$ cat src/rtl/ika2151_pkg.sv
// ika2151_pkg: shared types and constants for the IKA2151 register-write path.
// States, write classes, address boundaries and the pending-write entry.
package ika2151_pkg;

   typedef enum logic [1:0] {
      ST_IDLE,
      ST_PENDING,
      ST_HOLD
   } state_e;

   typedef enum logic [1:0] {
      WR_GLOBAL,
      WR_CHANNEL,
      WR_OPERATOR
   } wr_class_e;

   localparam logic [7:0] ADDR_CH_BASE = 8'h20;
   localparam logic [7:0] ADDR_OP_BASE = 8'h40;

   typedef struct packed {
      logic [7:0] addr;
      logic [7:0] data;
   } wr_entry_t;

endpackage

$ cat src/rtl/ika2151_wr_slot_decode.sv
// ika2151_wr_slot_decode: register address to write class and slot target.
// Channel registers map to slots 0..7, operator registers to slots 0..31.
module ika2151_wr_slot_decode
   import ika2151_pkg::*;
(
   input  logic [7:0] addr,
   output wr_class_e  wr_class,
   output logic [4:0] target
);

   // Classify by address range; global writes carry no slot.
   always_comb begin
      wr_class = WR_GLOBAL;
      target   = 5'd0;
      if (addr < ADDR_CH_BASE) begin
         wr_class = WR_GLOBAL;
         target   = 5'd0;
      end else if (addr < ADDR_OP_BASE) begin
         wr_class = WR_CHANNEL;
         target   = {2'b00, addr[2:0]};
      end else begin
         wr_class = WR_OPERATOR;
         target   = addr[4:0];
      end
   end

endmodule

$ cat src/rtl/ika2151_reg_write_sched.sv
// ika2151_reg_write_sched: schedules CPU writes onto the matching phi1 slot.
// Define IKA2151_WRITE_QUEUE_EN for a one-entry queue of writes made while busy.
module ika2151_reg_write_sched
   import ika2151_pkg::*;
#(
   parameter int BUSY_CYCLES = 32
)
(
   input  logic       i_EMUCLK,
   input  logic       i_RST,
   input  logic       i_phi1_NCEN_n,
   input  logic [4:0] i_CYCLE_NUM,
   input  logic       i_WR_STB,
   input  logic       i_A0,
   input  logic [7:0] i_DIN,
   output logic       o_BUSY,
   output logic       o_OVERRUN,
   output logic       o_REG_WE,
   output logic       o_GLOBAL_WE,
   output logic [7:0] o_REG_ADDR,
   output logic [7:0] o_REG_DATA
);

   localparam logic [5:0] BUSY_TH = 6'(BUSY_CYCLES);

   state_e     state;
   state_e     state_nxt;
   wr_entry_t  pend;
   wr_entry_t  stb_entry;
   logic [7:0] addr_latch;
   logic [5:0] busy_cnt;
   logic [5:0] cnt_inc;
   wr_class_e  pend_class;
   logic [4:0] pend_tgt;

   logic en;
   logic stb_addr;
   logic stb_data;
   logic busy;
   logic due;
   logic hold_done;
   logic accept;
   logic commit;
   logic from_q;
   logic overrun;

`ifdef IKA2151_WRITE_QUEUE_EN
   logic      q_valid;
   logic      q_push;
   wr_entry_t q_entry;
`endif

   assign en        = ~i_phi1_NCEN_n;
   assign stb_addr  = i_WR_STB & ~i_A0;
   assign stb_data  = i_WR_STB & i_A0;
   assign busy      = (state != ST_IDLE);
   assign o_BUSY    = busy;
   assign stb_entry = '{addr: addr_latch, data: i_DIN};
   assign cnt_inc   = (busy_cnt == 6'd63) ? busy_cnt : busy_cnt + 6'd1;
   assign hold_done = (cnt_inc >= BUSY_TH);
   assign due       = (pend_class == WR_GLOBAL) || (i_CYCLE_NUM == pend_tgt);

   ika2151_wr_slot_decode u_dec (
      .addr     (pend.addr),
      .wr_class (pend_class),
      .target   (pend_tgt)
   );

   // Next state, accept/commit/release decisions.
   always_comb begin
      state_nxt = state;
      accept    = 1'b0;
      commit    = 1'b0;
      from_q    = 1'b0;
      unique case (state)
         ST_IDLE: begin
            if (stb_data) begin
               state_nxt = ST_PENDING;
               accept    = 1'b1;
            end
         end
         ST_PENDING: begin
            if (en && due) begin
               state_nxt = ST_HOLD;
               commit    = 1'b1;
            end
         end
         ST_HOLD: begin
            if (en && hold_done) begin
`ifdef IKA2151_WRITE_QUEUE_EN
               if (q_valid) begin
                  state_nxt = ST_PENDING;
                  from_q    = 1'b1;
               end else if (stb_data) begin
                  state_nxt = ST_PENDING;
                  accept    = 1'b1;
               end else begin
                  state_nxt = ST_IDLE;
               end
`else
               state_nxt = ST_IDLE;
`endif
            end
         end
         default: state_nxt = ST_IDLE;
      endcase
   end

`ifdef IKA2151_WRITE_QUEUE_EN
   assign q_push  = stb_data & busy & ~accept & (~q_valid | from_q);
   assign overrun = stb_data & busy & ~accept & ~q_push;

   // One-entry queue for a data write that lands while busy.
   always_ff @(posedge i_EMUCLK or posedge i_RST) begin
      if (i_RST) begin
         q_valid <= 1'b0;
         q_entry <= '0;
      end else if (q_push) begin
         q_valid <= 1'b1;
         q_entry <= stb_entry;
      end else if (from_q) begin
         q_valid <= 1'b0;
      end
   end
`else
   assign overrun = stb_data & busy;
`endif

   // State register.
   always_ff @(posedge i_EMUCLK or posedge i_RST) begin
      if (i_RST) state <= ST_IDLE;
      else       state <= state_nxt;
   end

   // Address latch follows every address write, busy or not.
   always_ff @(posedge i_EMUCLK or posedge i_RST) begin
      if (i_RST)         addr_latch <= 8'h00;
      else if (stb_addr) addr_latch <= i_DIN;
   end

   // Pending entry captured on acceptance or taken from the queue.
   always_ff @(posedge i_EMUCLK or posedge i_RST) begin
      if (i_RST) begin
         pend <= '0;
      end else if (accept) begin
         pend <= stb_entry;
`ifdef IKA2151_WRITE_QUEUE_EN
      end else if (from_q) begin
         pend <= q_entry;
`endif
      end
   end

   // Busy counter: restarts per write, counts enables while busy.
   always_ff @(posedge i_EMUCLK or posedge i_RST) begin
      if (i_RST)                busy_cnt <= 6'd0;
      else if (accept || from_q) busy_cnt <= 6'd0;
      else if (en && busy)      busy_cnt <= cnt_inc;
   end

   // Commit outputs: one-phi1 write strobes plus address/data.
   always_ff @(posedge i_EMUCLK or posedge i_RST) begin
      if (i_RST) begin
         o_REG_WE    <= 1'b0;
         o_GLOBAL_WE <= 1'b0;
         o_REG_ADDR  <= 8'h00;
         o_REG_DATA  <= 8'h00;
      end else if (commit) begin
         o_REG_WE    <= (pend_class != WR_GLOBAL);
         o_GLOBAL_WE <= (pend_class == WR_GLOBAL);
         o_REG_ADDR  <= pend.addr;
         o_REG_DATA  <= pend.data;
      end else if (en) begin
         o_REG_WE    <= 1'b0;
         o_GLOBAL_WE <= 1'b0;
      end
   end

   // Overrun pulse for a discarded data write.
   always_ff @(posedge i_EMUCLK or posedge i_RST) begin
      if (i_RST) o_OVERRUN <= 1'b0;
      else       o_OVERRUN <= overrun;
   end

endmodule

$ cat config.mk
export PLATFORM = sky130hd
export DESIGN_NAME = ika2151_reg_write_sched
export DESIGN_NICKNAME = d
export VERILOG_FILES = /design/src/rtl/ika2151_pkg.sv /design/src/rtl/ika2151_wr_slot_decode.sv /design/src/rtl/ika2151_reg_write_sched.sv
export SDC_FILE = /design/constraint.sdc
export NUM_CORES = 1
export LEC_CHECK = 0
export CORE_ASPECT_RATIO = 2
export CORE_MARGIN = 1
export CORE_UTILIZATION = 30
export DETAILED_ROUTE_END_ITERATION = 16
export HOLD_SLACK_MARGIN = 0.03
export REMOVE_ABC_BUFFERS = 1
export SYNTH_ARGS = -nofsm -noshare
export SYNTH_HDL_FRONTEND = slang
export SYNTH_SLANG_ARGS = --single-unit
$ cat constraint.sdc
create_clock -name i_EMUCLK -period 5.15 [get_ports i_EMUCLK]
set_clock_uncertainty 0.05 [all_clocks]
set_input_delay 0.7725 -clock i_EMUCLK [delete_from_list [all_inputs] [get_ports i_EMUCLK]]
set_output_delay 0.7725 -clock i_EMUCLK [all_outputs]
set_load 0.01 [all_outputs]
==> impl_results.md <==
- Cts bufs inserted: 5
- Worst EP arrival: 3.50 ns
- Clock tree buffer depth: 2
- Hold crit path type: reg -> reg
- GP Congestion: approximately 0.80
- Main synth FF type: dfrtp_1
- Fill cells: 670
- Min-delay src: o_GLOBAL_WE
- Cts repair resizes: 0
- Post-synth top area cell: dfrtp_1
- Reg2reg setup slack: between 2 and 2.5 ns
- Share of layout cells above drive strength 1: 0.244
- Max Freq: 297 MHz
- Syn Std Cell Area: 2160 um2
- Final setup vio count: 0
- Worst Hold Depth: 2
- Drt total wl: 4000 um
- Post-Route Setup TNS: 0 ns
- Vias: ~1.4k
- Vias per cell: 4.65
- Tcrit/Tclk final: 0.654
- Clk root buf: clkbuf_16
- GRT Residual Overflow: 0
- Hold Buf Count CTS: 0
- Synth top area share: 0.591
- Mean Syn Cell Area: 13.5 um2
- Pwr/cell area: around 560 nW/um2
- Die width: 62.0 um
- Synthesis-to-finish area growth: 29.0%
- Peak supply drop: 0.171 mV
- Vias in the first global route: 1391
- CP Class: in -> reg
- I/O pin total: 38
- Reg-to-reg startpoint: pend[10]
- Skew-Pair Late Insertion Delay: ~0.3 ns
- Global-route wire length before repair: 6700 um
- Post-synth EDFFs: 0
- Initial DRC count: 106
- R2r worst-path depth: 5
- Total GRT Usage: 0.124
- Post-DRT Antenna Nets: 0
- Leak: 1.17 nW
- Final WS setup: roughly 1.8 ns
- RSZ-0062 raised after global routing: false
- Slew Limit Fails: 0
- Setup crit start kind: primary input
- Syn Inst Count: 160
- H-tree depth: 2
- Min Tclk post-route: 3.37 ns
- Seq/Total Area, Yosys: 0.591
- Worst-margin pin slew: 1.03 ns
- Top-count cell post-synth: dfrtp_1
- Slew headroom: 0.311
- Nets@finish: 219
- # DRC: 0
- Post-synth ARST share: 1.00
- Worst R2R End: o_REG_ADDR[0]
- WHS Endpoint: o_GLOBAL_WE
- Ys Warns: 0
- Clk sinks: slightly above 50
- Synth top area cells: dfrtp_1 (59%), mux2_2 (16%), mux2_4 (4.2%)
- TritonCTS clock tree: done
- Post-CTS setup buffers: 0
- Worst Path Required: 5.28 ns
- Dpl ws: between 1 and 1.5 ns
- Post-layout util: 0.401
- Synth top cells by count: dfrtp_1 (51), mux2_2 (31), nor2_1 (11)
- Starting Density: 0.311
- Ant. Diodes: 0
- Netlist cell types: 32
- Wirelength per Cell: 13.7 um
- FP Rows: 43
- Core area: 6940 um2
- Critical Path End Type: register
- Largest net degree at the start of global routing: 52
- Die Height: 122 um
- Status: finished, final reports clean
- Max capacitance violation total: 0
- CP Max Fanout: 17
- I/O Buffers: 37
- Area of the die: approximately 7600 um2
- Clock slew at reported path FFs: 0.07 ns
- Initial antenna violation count: 0
- Flip-flop and latch count after synthesis: just over 50
- Post-DP HPWL: roughly 2800 um
- Hold Fails Final Rpt: 0
- First-pass DRT Iterations: 4
==> logic make-up (layout without fill, tap and decap cells) <==
kind of cell / count (synthesis) / count (layout) / share of synthesized area
adder cells (fa/ha/maj): 1 / 1 / 0.00579
AO/OA/AOI/OAI: 15 / 15 / 0.0486
XOR/XNOR: 5 / 5 / 0.0203
AND/OR/NAND/NOR: 37 / 37 / 0.0874
buffers and inverters: 11 / 52 / 0.0301
multiplexers: 40 / 40 / 0.217
flip-flops: 51 / 51 / 0.591
==> sequential cells by signal (all words and copies together), names as in the netlist <==
| signal | flops |
|---|---|
| o_GLOBAL_WE | 1 |
| o_OVERRUN | 1 |
| o_REG_ADDR | 8 |
| o_REG_DATA | 8 |
| state | 2 |
| pend | 16 |
| addr_latch | 8 |
| o_REG_WE | 1 |
| busy_cnt | 6 |
==> worst max-delay path by stage <==
stage / slack [ns] / to / start
after floorplan: 2.26 / o_REG_ADDR[0] / i_CYCLE_NUM[2]
after global placement: 1.49 / o_REG_ADDR[1] / i_phi1_NCEN_n
after detailed placement: 1.44 / o_REG_ADDR[0] / i_phi1_NCEN_n
after CTS: 1.75 / o_REG_ADDR[0] / i_phi1_NCEN_n
after global routing: 1.59 / o_REG_ADDR[0] / i_phi1_NCEN_n
final: 1.78 / o_REG_ADDR[0] / i_phi1_NCEN_n
==> worst max-delay path: stages <==
cell and delay [ns]:
clkdlybuf4s50_1 0.55, or4_4 0.60, a311oi_2 0.38, nand2b_1 0.78, mux2_2 0.42
==> report_power, final <==
| group | internal (mW) | leakage [nW] | switching (mW) |
|---|---|---|---|
| clock network | 0.244 | 0.0875 | 0.150 |
| registers | 0.560 | 0.632 | 0.105 |
| logic | 0.313 | 0.455 | 0.194 |
==> area by class of cell <==
| class | count | area, um2 | area share |
|---|---|---|---|
| Clock inverter | 2 | 38.8 | 0.0139 |
| Tap cell | 90 | 113 | 0.0404 |
| Multi-Input combinational cell | 98 | 820 | 0.294 |
| Clock buffer | 6 | 139 | 0.0498 |
| Timing Repair Buffer | 38 | 378 | 0.136 |
| Sequential cell | 51 | 1280 | 0.458 |
| Inverter | 6 | 22.5 | 0.00808 |
==> cell usage in the layout (no fill, tap or decap), drive strengths merged, types with 2 or more instances in the layout <==
cell type and count:
a311oi 2, mux2 37, nor2b 2, xor2 3
a211oi 2, o21ai 5, mux2i 3, nand3 3
clkdlybuf4s50 37, nand2b 4, or3 2, nor2 11
nand2 8, inv 7, nor3 2, clkbuf 6
xnor2 2, dfrtp 51, a21oi 2
==> layer usage <==
| metal | global-route usage | vias up | share of wire |
|---|---|---|---|
| met4 | 0.0625 | 0 | 0.026 |
| met5 | 0 | - | 0 |
| met3 | 0.0287 | 7 | 0.033 |
| li1 | - | 638 | - |
| met1 | 0.144 | 673 | 0.41 |
| met2 | 0.203 | 34 | 0.53 |
==> stage by stage <==
step	instance area (um2)	hold WS, ns	total power [mW]	instances
6_report	2790	0.436	1.57	291
5_1_grt	2790	0.473	1.67	291
4_1_cts	2790	0.435	1.59	291
3_5_place_dp	2610	0.418	1.19	283
3_3_place_gp	2610	0.410	1.18	283
2_1_floorplan	2120	0.411	0.955	155
Power figures use the tool's default switching activity.
